--- src/rtl/mult_pkg.sv ---
// rtl/mult_pkg.sv - shared widths for the shift-add multiplier datapath and its sequencer
package mult_pkg;
    localparam int N     = 8;
    localparam int REG_W = 2 * N + 1;
    localparam int CNT_W = $clog2(N + 1);
endpackage

--- src/rtl/mult_datapath_if.sv ---
// rtl/mult_datapath_if.sv - control/status bundle between sequencer (master) and datapath (slave)
//   multiplicand, multiplier : operands, sampled on RESET
//   ADD, SHIFT, RESET, DECREMENT : control strobes from the sequencer
//   register : {C, A, Q}, count : remaining iterations, product : {A, Q}
interface mult_datapath_if;
    import mult_pkg::*;

    logic [N-1:0]     multiplicand;
    logic [N-1:0]     multiplier;
    logic             ADD;
    logic             SHIFT;
    logic             RESET;
    logic             DECREMENT;
    logic [REG_W-1:0] register;
    logic [CNT_W-1:0] count;
    logic [2*N-1:0]   product;

    modport master (
        output multiplicand, multiplier, ADD, SHIFT, RESET, DECREMENT,
        input  register, count, product
    );

    modport slave (
        input  multiplicand, multiplier, ADD, SHIFT, RESET, DECREMENT,
        output register, count, product
    );
endinterface

--- src/rtl/mult_add_shift.sv ---
// rtl/mult_add_shift.sv - combinational add-then-shift step producing the next {C, A, Q}
//   i_m : multiplicand M, i_c/i_a/i_q : current carry, accumulator, multiplier
//   i_add : add M into A, i_shift : shift {C, A, Q} right by one
//   o_next : next {C, A, Q}
module mult_add_shift
    import mult_pkg::*;
(
    input  logic [N-1:0]     i_m,
    input  logic             i_c,
    input  logic [N-1:0]     i_a,
    input  logic [N-1:0]     i_q,
    input  logic             i_add,
    input  logic             i_shift,
    output logic [REG_W-1:0] o_next
);
    logic [N:0] w_ca;

    // The add overwrites C with the carry out; the old C is not part of the sum.
    assign w_ca = i_add ? ({1'b0, i_a} + {1'b0, i_m}) : {i_c, i_a};

    // Shift happens after the add, so the fresh carry moves into A[N-1].
    assign o_next = i_shift ? {1'b0, w_ca, i_q[N-1:1]} : {w_ca, i_q};
endmodule

--- src/rtl/mult_datapath.sv ---
// rtl/mult_datapath.sv - register side of the unsigned shift-add multiplier
//   clk   : rising-edge clock
//   reset : synchronous active-high clear of all state
//   bus   : slave side of mult_datapath_if (operands, strobes, register/count/product)
module mult_datapath
    import mult_pkg::*;
(
    input  logic           clk,
    input  logic           reset,
    mult_datapath_if.slave bus
);
    logic [REG_W-1:0] r_register;
    logic [CNT_W-1:0] r_count;
    logic [N-1:0]     r_m;
    logic [REG_W-1:0] w_next;

    mult_add_shift u_add_shift (
        .i_m     (r_m),
        .i_c     (r_register[REG_W-1]),
        .i_a     (r_register[2*N-1:N]),
        .i_q     (r_register[N-1:0]),
        .i_add   (bus.ADD),
        .i_shift (bus.SHIFT),
        .o_next  (w_next)
    );

    // Priority: reset, then operand load, then the datapath ops and counter.
    always_ff @(posedge clk) begin
        if (reset) begin
            r_register <= '0;
            r_count    <= '0;
            r_m        <= '0;
        end else if (bus.RESET) begin
            r_m        <= bus.multiplicand;
            r_register <= {1'b0, {N{1'b0}}, bus.multiplier};
            r_count    <= CNT_W'(N);
        end else begin
            r_register <= w_next;
            // Saturate at zero so a late DECREMENT cannot wrap the count.
            if (bus.DECREMENT && (r_count != '0)) begin
                r_count <= r_count - 1'b1;
            end
        end
    end

    assign bus.register = r_register;
    assign bus.count    = r_count;
    assign bus.product  = r_register[2*N-1:0];
endmodule
--- src/flat_wrapper.sv ---
// flat-port wrapper written by rule: the top's interface ports become plain ports
module mult_datapath_flat import mult_pkg::*;
  (clk, reset, bus_multiplicand, bus_multiplier, bus_ADD, bus_SHIFT, bus_RESET, bus_DECREMENT, bus_register, bus_count, bus_product);
  mult_datapath_if bus_i ();
  input  logic clk;
  input  logic reset;
  input wire logic [$bits(bus_i.multiplicand)-1:0] bus_multiplicand;
  input wire logic [$bits(bus_i.multiplier)-1:0] bus_multiplier;
  input wire logic [$bits(bus_i.ADD)-1:0] bus_ADD;
  input wire logic [$bits(bus_i.SHIFT)-1:0] bus_SHIFT;
  input wire logic [$bits(bus_i.RESET)-1:0] bus_RESET;
  input wire logic [$bits(bus_i.DECREMENT)-1:0] bus_DECREMENT;
  output wire logic [$bits(bus_i.register)-1:0] bus_register;
  output wire logic [$bits(bus_i.count)-1:0] bus_count;
  output wire logic [$bits(bus_i.product)-1:0] bus_product;
  assign bus_i.multiplicand = bus_multiplicand;
  assign bus_i.multiplier = bus_multiplier;
  assign bus_i.ADD = bus_ADD;
  assign bus_i.SHIFT = bus_SHIFT;
  assign bus_i.RESET = bus_RESET;
  assign bus_i.DECREMENT = bus_DECREMENT;
  assign bus_register = bus_i.register;
  assign bus_count = bus_i.count;
  assign bus_product = bus_i.product;
  mult_datapath u_core (.clk(clk), .reset(reset), .bus(bus_i));
endmodule
--- config.mk ---
export PLATFORM = sky130hd
export DESIGN_NAME = mult_datapath_flat
export DESIGN_NICKNAME = d
export VERILOG_FILES = /design/src/rtl/mult_pkg.sv /design/src/rtl/mult_datapath_if.sv /design/src/rtl/mult_add_shift.sv /design/src/rtl/mult_datapath.sv /design/src/flat_wrapper.sv
export SDC_FILE = /design/constraint.sdc
export NUM_CORES = 1
export LEC_CHECK = 0
export ABC_AREA = 1
export BUFFER_PORTS_ARGS = -buffer_cell sky130_fd_sc_hd__buf_2
export CAP_MARGIN = 5
export CORE_ASPECT_RATIO = 1.25
export CORE_MARGIN = 2
export CORE_UTILIZATION = 51
export DETAILED_ROUTE_END_ITERATION = 7
export GPL_ROUTABILITY_DRIVEN = 0
export PLACE_DENSITY = 0.77
export SLEW_MARGIN = 20
export SYNTH_ARGS = -nofsm -noshare
export SYNTH_HDL_FRONTEND = slang
export SYNTH_HIERARCHICAL = 1
export SYNTH_SLANG_ARGS = --single-unit
export TNS_END_PERCENT = 10
--- constraint.sdc ---
create_clock -name clk -period 1.85 [get_ports clk]
set_input_delay 0.185 -clock clk [delete_from_list [all_inputs] [get_ports clk]]
set_output_delay 0.185 -clock clk [all_outputs]
set_load 0.005 [all_outputs]
; ---- After elaboration in Yosys (flattened, before gate mapping)
; Cells that the tools add are included.
[op_classes]
addsub = 2
multipliers = 0
div_mod_pow = 0
n_lt_le_gt_ge = 0
n_eq_ne = 0
n_shift = 0
n_mux = 5
n_bitwise = 0
reduce_logical = 6
[ops]
columns = operator, n
row1 = 16-bit 2-to-1 mux, 1
row2 = 8-bit by 8-bit adder with 9-bit output, 1
row3 = 9-bit 2-to-1 mux, 1
row4 = 4-bit 2-to-1 mux, 2
row5 = 8-bit 2-to-1 mux, 1
row6 = 2-bit nonzero test, 2
row7 = 4-bit nonzero test, 1
row8 = 4-bit by 1-bit subtractor with 4-bit output (second input constant), 1
row9 = 3-bit OR reduction, 1
row10 = 2-bit OR reduction, 1
row11 = 1-bit logical AND, 1
[word_totals]
ff_bits = 29
latchBits = 0
ram_bits = 0
mem_bits_ro = 0
in_bits = 22
output_inout_bits = 37
word_cells = 19
memories = 0

; ---- Logic depth before layout (Yosys ltp)
; Gate-level depths: netlist of run 1.
[logic_depth]
word_depth = 4
depth_mapped = 12
depth_no_buf = 12

; ---- Cells and area by module
; Netlist of run 1, hierarchy kept.
[by_module_without_submodules]
columns = module, n_inst, cells_per_inst, area_each_um2
row1 = mult_datapath, 1, 145, 1152.4
row2 = mult_add_shift, 1, 127, 705.7

; ---- Worst setup path after synthesis of run 1
; Ideal clock, no wire load.
[synth_timing]
path_type = reg-to-reg
from = reg u_core.r_register[8] (netlist: u_core/bus.register[8])
to = reg u_core.r_register[14] (netlist: u_core/bus.register[14])
setup_time_ps = 114
arrival_time_ps = 1513
required_time_ps = 1736
path_slack_ps = 223
stages_incl_launch_ff = 13
path_buffers = 0
period_less_slack_ps = 1627
path_cell_list = dfxtp_1 > ha_1 > fa_1 > nand2_1 > nand3_2 > nand3_2 > nand2_1 > nand2_1 > nand3_1 > nand3_1 > nand2_1 > inv_1 > nor2_1
[synth_between]
elab_chain_cells = 3
[synth_lines]
columns = element, line
row1 = start: declaration, mult_datapath.sv:12  ; logic [REG_W-1:0] r_register;
row2 = start signal: assignment, mult_datapath.sv:35  ; r_register <= {1'b0, {N{1'b0}}, bus.multiplier};
row3 = start signal: assignment, mult_datapath.sv:38  ; r_register <= w_next;
row4 = 8-bit by 8-bit adder with 9-bit output, mult_add_shift.sv:19  ; assign w_ca = i_add ? ({1'b0, i_a} + {1'b0, i_m}) : {i_c, i_a};
row5 = 9-bit 2-to-1 mux, mult_add_shift.sv:19
row6 = 16-bit 2-to-1 mux, mult_add_shift.sv:22  ; assign o_next = i_shift ? {1'b0, w_ca, i_q[N-1:1]} : {w_ca, i_q};
row7 = via u_core.w_next[14], mult_datapath.sv:15  ; logic [REG_W-1:0] w_next;
; The timed path passes the listed nets, and every way through them passes these cells. The select of a mux whose other input is x is not followed.
; A chain may end at the register's enable or synchronous reset.

; ---- Worst setup path in the final report of run 1
; Ends and elaborated chain as after synthesis.

==> results of run 1 <==
-- kinds of logic (layout without fill, tap and decap cells) --
kind of cell             Yosys count  in the layout  synth area share [%]
buffers and inverters             55             97                  15.8
multiplexers                       1              1                 0.539
AND/OR/NAND/NOR                  142            142                  34.5
flip-flops                        29             29                  31.2
adder cells (fa/ha/maj)           10             10                  7.14
AO/OA/AOI/OAI                     35             35                  10.8
-- final timing paths --
path | from | endpoint
hold / removal | bus_multiplicand[1] | u_core/r_m[1]$_SDFFE_PP0P_
setup reg to reg | u_core/bus.register[8]$_SDFF_PP0_ | u_core/bus.register[14]$_SDFF_PP0_
setup / recovery | u_core/bus.register[8]$_SDFF_PP0_ | u_core/bus.register[14]$_SDFF_PP0_
hold reg to reg | u_core/r_m[4]$_SDFFE_PP0P_ | u_core/r_m[4]$_SDFFE_PP0P_
-- flip-flops by register name, summed over array words and instances, names as in the netlist --
name,flops
u_core/bus.register,17
u_core/r_m,8
u_core/bus.count,4
-- critical path, delay by kind of cell (launching register included) --
| family | cells | cell delay [ps] |
|---|---|---|
| buf+inv | 1 | 50 |
| flops | 1 | 330 |
| fa+ha+maj | 2 | 540 |
| simple gates | 9 | 670 |
-- cells in the final DEF, fill, tap and decap left out --
| master | netlist | routed |
|---|---|---|
| a211oi_1 | 1 | 1 |
| a21oi_1 | 5 | 5 |
| a21oi_4 | 1 | 1 |
| a2bb2oi_1 | 1 | 1 |
| buf_2 | 4 | 58 |
| buf_4 | 19 | 1 |
| clkbuf_1 | 0 | 1 |
| clkbuf_8 | 0 | 5 |
| clkinv_1 | 1 | 1 |
| clkinv_2 | 0 | 2 |
| dfxtp_1 | 29 | 29 |
| fa_2 | 0 | 1 |
| ha_1 | 9 | 8 |
| ha_2 | 0 | 1 |
| inv_1 | 26 | 26 |
| inv_2 | 2 | 2 |
| inv_4 | 1 | 1 |
| mux2i_1 | 1 | 1 |
| nand2_1 | 57 | 56 |
| nand2_2 | 4 | 5 |
| nand3_1 | 20 | 20 |
| nand3_2 | 5 | 5 |
| nand3b_1 | 1 | 1 |
| nand3b_4 | 1 | 1 |
| nor2_1 | 46 | 46 |
| nor2_2 | 3 | 3 |
| o211ai_1 | 3 | 3 |
| o21ai_0 | 22 | 22 |
| o21ai_1 | 2 | 2 |
| or2_2 | 4 | 4 |
| or2_4 | 1 | 1 |
-- what timing repair did --
item	in CTS	in global routing
endpoints found under the setup margin	0	5
gates resized for setup	0	3
hold buffers	0	0
-- power groups by stage --
stage	Clock, mW	Combinational [mW]	Sequential, mW
2_1_floorplan	0	0.237	0.705
3_3_place_gp	0	0.301	0.707
3_5_place_dp	0	0.307	0.708
4_1_cts	0.522	0.309	0.694
5_1_grt	0.541	0.353	0.699
6_report	0.505	0.309	0.694
-- synthesized netlist by cell type (all sizes together) --
cell,n,area (um^2)
nand2,61,239
nand3,25,150
inv,29,111
a2bb2oi,1,8.76
or2,5,33.8
ha,9,113
buf,23,163
a21oi,6,41.3
dfxtp,29,581
clkbuf,2,15.0
fa,1,20.0
clkinv,1,3.75
mux2i,1,10.0
a211oi,1,7.51
nand3b,2,27.5
nor2,49,191
o211ai,3,22.5
o21ai,24,120
-- layer usage --
layer / wire [um] / vias to the layer above / track usage, %
met4: 82 / 0 / 9.30
li1: - / 928 / -
met2: 1920 / 48 / 35.9
met1: 1730 / 757 / 23.9
met5: 0 / - / 0
met3: 199 / 5 / 5.05
-- stage by stage --
step	instance area [um^2]	TNS, ps	instances	util [%]
6_report	2120	0	353	60.8
5_1_grt	2120	-6.59	353	60.8
4_1_cts	2110	0	353	60.6
3_5_place_dp	2030	0	345	58.2
3_3_place_gp	2030	0	345	58.2
2_1_floorplan	1860	0	272	-
-- final cells by class --
type	instances	area, um^2	share of cell area (%)
multi-input combinational	188	992	46.9
sequential	29	581	27.4
timing repair buffer	59	298	14.1
inverter	30	115	5.44
clock buffer	6	72.6	3.43
tap	39	48.8	2.30
clock inverter	2	10.0	0.473
==> key figures, run 1 <==
Layout
  – Layout net count: ~350
  – Layout cells sized above 1: between 20 and 30%
  – Fillers: between 300 and 400
  – Area Overhead vs Synth: 13.9%
  – Antenna diodes: 0

Worst setup path
  – CP required: 2030 ps
  – Setup crit end kind: register
  – Slowest stage cell, crit path: fa_2
  – CP max FO: 4
  – Worst setup SP type: register
  – Critical setup path kind: register to register
  – R2R depth: 12
  – Critical Path AT: 1880 ps
  – Most common cell on crit path: nand2_1
  – Critical-path cell list: ha_2, fa_2, nand2_2, nand3_2, nand3_2, nand2_1, nand2_1, nand3_1, nand3_1, nand2_1, inv_1, nor2_1
  – Worst reg-to-reg setup slack: roughly 150 ps
  – Slowest stage delay, CP: 350 ps

Place
  – Placement Setup Slack: between 100 and 150 ps
  – I/O Buffers: a little under 60
  – Post-DP HPWL: 2880 um

Power
  – Part of the power in combinational logic: approximately a fifth
  – Internal Power: ~1.1 mW
  – Switching share of power: between 30 and 40%
  – Peak supply drop: around 540 uV
  – Clock share of power: between 30% and 40%
  – Cell area power density: between 700 and 800 nW/um^2
  – P_sw: around 450 uW
  – Final Power: roughly 1.5 mW
  – Leakage: around 1.2 nW
  – Flop pwr share: roughly 46%

Die
  – Site Rows: 24
  – Die width: around 58 um
  – Die footprint: between 4000 and 5000 um^2
  – Core Area: approximately 3500 um^2
  – Initial Util: 53.3%
  – DIE HEIGHT: around 71 um
  – I/O pin total: 59

GRT
  – Gr usage total: 20.8%
  – Vias in the first global route: between 1500 and 2000
  – Grt ovf: 0
  – Largest net degree at the start of global routing: 19
  – Initial antenna violation count: 0
  – First-pass GRT wire length: between 6000 and 7000 um

Timing
  – Minimum clock period: 1700 ps
  – Worst slew margin: between 70% and 80%
  – Worst-Margin Slew: 444 ps
  – Clock Skew: roughly 8.0 ps
  – Hold Slack: around 120 ps
  – Final number of setup-violating endpoints: 0
  – Maximum operating frequency: a little under 600 MHz
  – Final hold vios: 0
  – Post-route setup slack: between 150 and 200 ps
  – Pins over their slew limit: 0
  – Tcrit/Tclk final: around nine tenths

Clock network
  – CTS tree: yes
  – Clk_lat worst skew: between 200 and 300 ps
  – Post-CTS Setup Bufs: 0
  – Longest Clk Path Bufs: 2
  – TritonCTS buffer count: 5
  – CTS H-tree lvls: 2
  – CTS Sinks: 29
  – Root Driver: clkbuf_8
  – Clock-pin slew on the worst setup and hold paths: ~70 ps

Detailed routing
  – Routed wire per std cell: between 10 and 15 um
  – Post-route ant nets: 0
  – Final WL: 3930 um
  – Drt drc: 0
  – Drt pass-1 iters: 4
  – First DRT Iteration DRCs: 58
  – Via count: about 1700
  – DR vias/cell: between 4 and 5

Synth
  – Syn Nets: approximately 300
  – Count of cell types in the netlist: 28
  – Post-synthesis cell area: approximately 1900 um^2
  – Mapped Cells: 272
  – Seq/Total Area, Yosys: 31.2%
  – Yosys warning count: 6
  – Avg Inst Size Synth: 6.83 um^2
  – Flops & latches, synth: 29

Run
  – Maxcap violations: 0

Hold path
  – WHS Path Cells: 3
  – Worst hold path type: primary input to register

Run status
  – Status: finished, final reports clean
Power figures use the tool's default switching activity.
==> run 2: changes to the inputs <==
--- a/config.mk
+++ b/config.mk
@@ -10,10 +10,10 @@
 export CAP_MARGIN = 5
 export CORE_ASPECT_RATIO = 1.25
 export CORE_MARGIN = 2
-export CORE_UTILIZATION = 51
+export CORE_UTILIZATION = 30
 export DETAILED_ROUTE_END_ITERATION = 7
 export GPL_ROUTABILITY_DRIVEN = 0
-export PLACE_DENSITY = 0.77
+export PLACE_DENSITY = 0.49
 export SLEW_MARGIN = 20
 export SYNTH_ARGS = -nofsm -noshare
 export SYNTH_HDL_FRONTEND = slang
==> run 2 against run 1 <==
  * Sequential power hardly changed
  * Register-to-register slack better by 40 ps
  * Highest routed layer unchanged
  * First-iteration DRC count decreased by 6.9%
  * Critical path depth did not move
  * Via count increased by 0.17%
  * Largest cell class unchanged
  * Non-clock buffer count down 1
==> key figures, run 2 (synthesis gave the netlist of run 1 again) <==
GRT
  – Top Usage Layer GRT: met2
  – Vias in the first global route: 1643 (+6.3%)
  – First-pass GRT wire length: 7330 um (+9.8%)
  – GRT met2 Usage: 24.0% (-12 points)
  – Met3 Usage GRT: 3.08% (-2.0 points)
  – M1 GR Usage: 16.2% (-7.7 points)
  – Initial antenna violation count: 0 (unchanged)
  – Grt ovf: 0 (unchanged)
  – Gr usage total: 13.8% (-6.9 points)
  – Largest net degree at the start of global routing: 19 (unchanged)

Timing
  – Final number of setup-violating endpoints: 0 (unchanged)
  – Hold Slack: 118 ps (+2.87 ps)
  – Pins over their slew limit: 0 (unchanged)
  – Tcrit/Tclk final: 89.6% (-2.1 points)
  – Final hold vios: 0 (unchanged)
  – Post-route setup slack: 192 ps (+39.6 ps)
  – RSZ-0062 raised after global routing: no
  – Clock Skew: 5.36 ps (-2.60 ps)
  – Maximum operating frequency: 603 MHz (+2.4%)
  – Worst-Margin Slew: 447 ps (+2.91 ps)
  – Worst slew margin: 70.2% (-0.19 points)
  – Sum Neg Setup Slack: 0 ps (unchanged)
  – Minimum clock period: 1660 ps (-39.6 ps)

Worst setup path
  – CP max FO: 4 (unchanged)
  – Worst setup SP type: register
  – Critical R2R Launch: u_core/bus.register[8]$_SDFF_PP0_
  – Critical Path AT: 1830 ps (-50 ps)
  – Worst reg-to-reg setup slack: 190 ps (+40 ps)
  – Worst Setup EP: u_core/bus.register[14]$_SDFF_PP0_
  – Critical setup path kind: register to register
  – R2R depth: 12 (unchanged)
  – Reg-to-reg endpoint: u_core/bus.register[14]$_SDFF_PP0_
  – Origin of the worst setup path: u_core/bus.register[8]$_SDFF_PP0_
  – CP required: 2020 ps (about the same)
  – Setup crit end kind: register

Detailed routing
  – Drt pass-1 iters: 4 (unchanged)
  – Post-route ant nets: 0 (unchanged)
  – First DRT Iteration DRCs: 54 (-6.9%)
  – Final WL: 4330 um (+10%)
  – Routed wire per std cell: 10.9 um (-2.3%)
  – Drt drc: 0 (unchanged)
  – Via count: 1741 (+0.17%)
  – DR vias/cell: 4.37 (-11%)

Layout
  – Antenna diodes: 0 (unchanged)
  – Area Overhead vs Synth: 17.0%
  – Layout net count: 344 (-0.29%)
  – Number of flip-flops in the largest register: 17 (unchanged)
  – Commonest non-fill, non-tap cell in the layout: buf_2
  – Layout cells sized above 1: 29.4% (+0.41 points)
  – Fillers: 725 (+110%)
  – Most frequent cells in the layout: 58 x buf_2, 56 x nand2_1, 46 x nor2_1

Die
  – Die width: 74.4 um (+28%)
  – DIE HEIGHT: 92.0 um (+29%)
  – Site Rows: 32 (+33%)
  – I/O pin total: 59 (unchanged)
  – Die footprint: 6840 um^2 (+65%)
  – Core Area: 6090 um^2 (+75%)
  – Initial Util: 30.5% (-23 points)

Clock network
  – Root Driver: clkbuf_8
  – Longest Clk Path Bufs: 2 (unchanged)
  – Cts hold-fix bufs: 0 (unchanged)
  – Clock-pin slew on the worst setup and hold paths: 70 ps (about the same)
  – TritonCTS buffer count: 5 (unchanged)
  – CTS Sinks: 29 (unchanged)
  – CTS H-tree lvls: 2 (unchanged)
  – CTS tree: yes
  – Clk_lat worst skew: 280 ps (about the same)

Hold path
  – Worst hold path type: primary input to register

Place
  – Post-DP HPWL: 3220 um (+12%)
  – Placement Setup Slack: 106 ps (-25.1 ps)
  – I/O Buffers: 58 (unchanged)

Power
  – Leakage: 1.17 nW (-0.14%)
  – Cell area power density: 699 nW/um^2 (-1.8%)
  – Peak supply drop: 314 uV (-41%)

Run
  – Maxcap violations: 0 (unchanged)

Run status
  – Status: finished, final reports clean
## run 2: per-stage QoR
step | area (um^2) | power (mW) | utilization, % | instances
2_1_floorplan | 1860 | 0.943 | - | 272
3_3_place_gp | 2080 | 1.02 | 34.1 | 390
3_5_place_dp | 2080 | 1.02 | 34.1 | 390
4_1_cts | 2160 | 1.55 | 35.5 | 398
5_1_grt | 2170 | 1.63 | 35.7 | 398
6_report | 2170 | 1.52 | 35.7 | 398
## run 2: power breakdown
| group | internal, mW | switching (mW) | leakage (nW) |
|---|---|---|---|
| clock | 0.260 | 0.257 | 0.0450 |
| sequential | 0.662 | 0.0325 | 0.240 |
| combinational | 0.131 | 0.177 | 0.888 |
## run 2: repair_timing
action                     in CTS  in global routing
gates resized for setup         0                  5
setup endpoints to repair       0                  5
setup buffers                   0                  0
## run 2: how the worst min path moves through the flow
stage / slack (ps) / endpoint / from / depth (start not counted)
floorplan: 320 / u_core/r_m[1]$_SDFFE_PP0P_ / bus_multiplicand[1] / 2
global placement: 410 / u_core/r_m[2]$_SDFFE_PP0P_ / bus_multiplicand[2] / 3
detailed placement: 410 / u_core/bus.register[2]$_SDFF_PP0_ / bus_multiplier[2] / 3
CTS: 110 / u_core/bus.register[6]$_SDFF_PP0_ / bus_multiplier[6] / 3
global route: 120 / u_core/bus.register[2]$_SDFF_PP0_ / bus_multiplier[2] / 3
finish: 120 / u_core/r_m[2]$_SDFFE_PP0P_ / bus_multiplicand[2] / 3
## run 2: per-layer routing
| metal | share of wire [%] | wire, um |
|---|---|---|
| met1 | 44 | 1910 |
| met2 | 50 | 2170 |
| met3 | 4.3 | 186 |
| met4 | 1.6 | 69 |
| met5 | 0 | 0 |
## run 2: final cells by class
type | instances | area, um^2 | share of cell area [%]
clock buffer | 6 | 72.6 | 3.34
multi-input combinational | 188 | 997 | 45.9
inverter | 30 | 115 | 5.30
timing repair buffer | 58 | 290 | 13.4
clock inverter | 2 | 10.0 | 0.461
tap | 85 | 106 | 4.89
sequential | 29 | 582 | 26.8
## run 2: worst max-delay path: stages (launching register included)
cell and delay, ps:
dfxtp_2 330, ha_2 180, fa_2 340, nand2_2 90
nand3_2 90, nand3_2 80, nand2_1 60, nand2_1 70
nand3_2 60, nand3_1 100, nand2_1 50, inv_1 40
nor2_1 30
==> run 3: changes to the inputs <==
==> constraint.sdc (replaced) <==
create_clock -name clk -period 1.8 [get_ports clk]
set_input_delay 0.18 -clock clk [delete_from_list [all_inputs] [get_ports clk]]
set_output_delay 0.18 -clock clk [all_outputs]
set_load 0.005 [all_outputs]
==> run 3 against run 2 <==
  * Sequential power increased by 3%
  * Highest routed layer unchanged
  * Sequential share of layout area decreased by 0.54 points
  * Largest cell class unchanged
  * First-iteration DRC count decreased by 1.9%
  * Critical path type unchanged
  * Utilization increased by 0.74 points
==> key figures, run 3 (synthesis gave the netlist of run 1 again) <==
Run status
  – Status: finished, final reports clean

Power
  – Leakage: 1.19 nW (+1.5%)
  – Flop pwr share: 45.8% (about the same)
  – Switching share of power: 30.3% (-0.38 points)
  – Part of the power in combinational logic: 20.9% (+0.6 points)
  – P_sw: 473 uW (+1.4%)
  – Peak supply drop: 359 uV (+14%)
  – Cell area power density: 704 nW/um^2 (+0.60%)
  – Internal Power: 1.09 mW (+3.2%)
  – Final Power: 1.56 mW (+2.7%)
  – Clock share of power: 33.4% (-0.6 points)

Worst setup path
  – Critical R2R Launch: u_core/bus.register[8]$_SDFF_PP0_
  – CP max FO: 3 (-1)
  – Critical-path cell list: ha_4, fa_2, nand2_2, nand3_2, nand3_2, nand2_2, nand2_2, nand3_2, nand3_2, nand2_2, inv_1, nor2_1
  – Buffers plus inverters on the worst setup path: 1 (unchanged)
  – Setup crit end kind: register
  – Worst setup SP type: register
  – Slowest stage delay, CP: 400 ps (+60 ps)
  – Worst reg-to-reg setup slack: 60 ps (-130 ps)
  – Slowest stage cell, crit path: fa_2
  – R2R depth: 12 (unchanged)
  – CP top delay family: simple AND/OR/NAND/NOR gates
  – Critical setup path kind: register to register
  – Critical Path AT: 1900 ps (+70 ps)
  – Reg-to-reg endpoint: u_core/bus.register[14]$_SDFF_PP0_
  – CP required: 1960 ps (-60 ps)

Timing
  – Clock Skew: 7.12 ps (+1.77 ps)
  – Sum Neg Setup Slack: 0 ps (unchanged)
  – Pins over their slew limit: 0 (unchanged)
  – Worst slew margin: 69.3% (-0.91 points)
  – Maximum operating frequency: 575 MHz (-4.7%)
  – RSZ-0062 raised after global routing: yes
  – Worst-Margin Slew: 461 ps (+13.6 ps)
  – Final hold vios: 0 (unchanged)
  – Minimum clock period: 1740 ps (+81.1 ps)
  – Tcrit/Tclk final: 96.6% (+7.0 points)
  – Final number of setup-violating endpoints: 0 (unchanged)

Place
  – Area after DPL: 2090 um^2 (+0.72%)
  – Post-DP HPWL: 3280 um (+1.9%)
  – I/O Buffers: 58 (unchanged)

Detailed routing
  – Via count: 1737 (-0.23%)
  – First DRT Iteration DRCs: 53 (-1.9%)
  – Drt drc: 0 (unchanged)
  – Post-route ant nets: 0 (unchanged)
  – DR vias/cell: 4.33 (-0.98%)
  – Routed wire per std cell: 11.1 um (+1.9%)
  – Drt pass-1 iters: 4 (unchanged)
  – Final WL: 4450 um (+2.6%)

Layout
  – Area Overhead vs Synth: 19.4%
  – Layout net count: 347 (+0.87%)
  – Commonest non-fill, non-tap cell in the layout: buf_2
  – Most frequent cells in the layout: 58 x buf_2, 53 x nand2_1, 46 x nor2_1
  – Number of flip-flops in the largest register: 17 (unchanged)
  – Layout cells sized above 1: 31.3% (+1.9 points)
  – Antenna diodes: 0 (unchanged)
  – Final instance area: 2220 um^2 (+2.1%)
  – Fillers: 724 (-0.14%)

GRT
  – Largest net degree at the start of global routing: 19 (unchanged)
  – Initial antenna violation count: 0 (unchanged)
  – Gr usage total: 13.8% (about the same)
  – Grt ovf: 0 (unchanged)
  – Vias in the first global route: 1654 (+0.67%)
  – First-pass GRT wire length: 7340 um (about the same)

Die
  – DIE HEIGHT: 92.0 um (unchanged)
  – Core Area: 6090 um^2 (unchanged)
  – Die footprint: 6840 um^2 (unchanged)
  – Initial Util: 30.5% (unchanged)
  – I/O pin total: 59 (unchanged)
  – Site Rows: 32 (unchanged)
  – Die width: 74.4 um (unchanged)

Clock network
  – CTS H-tree lvls: 2 (unchanged)
  – TritonCTS buffer count: 5 (unchanged)
  – Cts hold-fix bufs: 0 (unchanged)
  – Root Driver: clkbuf_8
  – Clk_lat worst skew: 280 ps (about the same)
  – CTS Sinks: 29 (unchanged)
  – Clock-pin slew on the worst setup and hold paths: 70 ps (about the same)
  – CTS tree: yes
  – Longest Clk Path Bufs: 2 (unchanged)

Hold path
  – WHS Path Cells: 3 (unchanged)
  – Worst hold path type: primary input to register
  – Worst hold endpoint: u_core/bus.register[2]$_SDFF_PP0_
  – Worst hold start: bus_multiplier[2]

Run
  – Maxcap violations: 0 (unchanged)
run 3: power by group through the flow:
stage	sequential (mW)	combinational [mW]	clock, mW
floorplan	0.725	0.244	0
global placement	0.728	0.322	0
detailed placement	0.728	0.323	0
CTS	0.714	0.325	0.552
global route	0.720	0.378	0.570
finish	0.714	0.326	0.521
run 3: per-stage QoR:
stage | std cells | hold slack, ps | setup WS (ps) | util [%]
2_1_floorplan | 272 | 315 | 173 | -
3_5_place_dp | 392 | 406 | 44.6 | 34.4
6_report | 401 | 123 | 61.3 | 36.5
3_3_place_gp | 392 | 401 | 77.5 | 34.4
4_1_cts | 400 | 115 | 17.0 | 35.7
5_1_grt | 401 | 114 | -63.1 | 36.5
run 3: worst max path at each step:
stage,startpoint,to,slack [ps],cells past startpoint
finish,u_core/bus.register[8]$_SDFF_PP0_,u_core/bus.register[14]$_SDFF_PP0_,60,12
global route,u_core/r_m[0]$_SDFFE_PP0P_,u_core/bus.register[13]$_SDFF_PP0_,-60,12
CTS,u_core/bus.register[8]$_SDFF_PP0_,u_core/bus.register[14]$_SDFF_PP0_,20,12
detailed placement,u_core/bus.register[8]$_SDFF_PP0_,u_core/bus.register[14]$_SDFF_PP0_,40,12
global placement,u_core/bus.register[8]$_SDFF_PP0_,u_core/bus.register[14]$_SDFF_PP0_,80,12
floorplan,u_core/bus.register[8]$_SDFF_PP0_,u_core/bus.register[14]$_SDFF_PP0_,170,12
run 3: cell type report:
type / instances / area (um^2) / area share (%)
timing repair buffer: 61 / 313 / 14.1
tap: 85 / 106 / 4.79
clock buffer: 6 / 72.6 / 3.27
inverter: 30 / 115 / 5.19
sequential: 29 / 582 / 26.2
multi-input combinational: 188 / 1020 / 46.0
clock inverter: 2 / 10.0 / 0.451
run 3: layer usage:
layer  global-route usage, %  share of wire (%)
met2                    23.7                 51
met5                       0                  0
met1                    16.6                 44
met4                    4.91                1.0
met3                    2.75                4.0
run 3: worst min-delay path, delay by kind of cell:
kind	cells	cell delay, ps
buf+inv	1	70
simple gates	2	110
run 3: what timing repair did:
| action | in CTS | in global routing |
|---|---|---|
| setup endpoints to repair | 0 | 6 |
| buffers inserted | 0 | 1 |
| gates resized for setup | 0 | 11 |
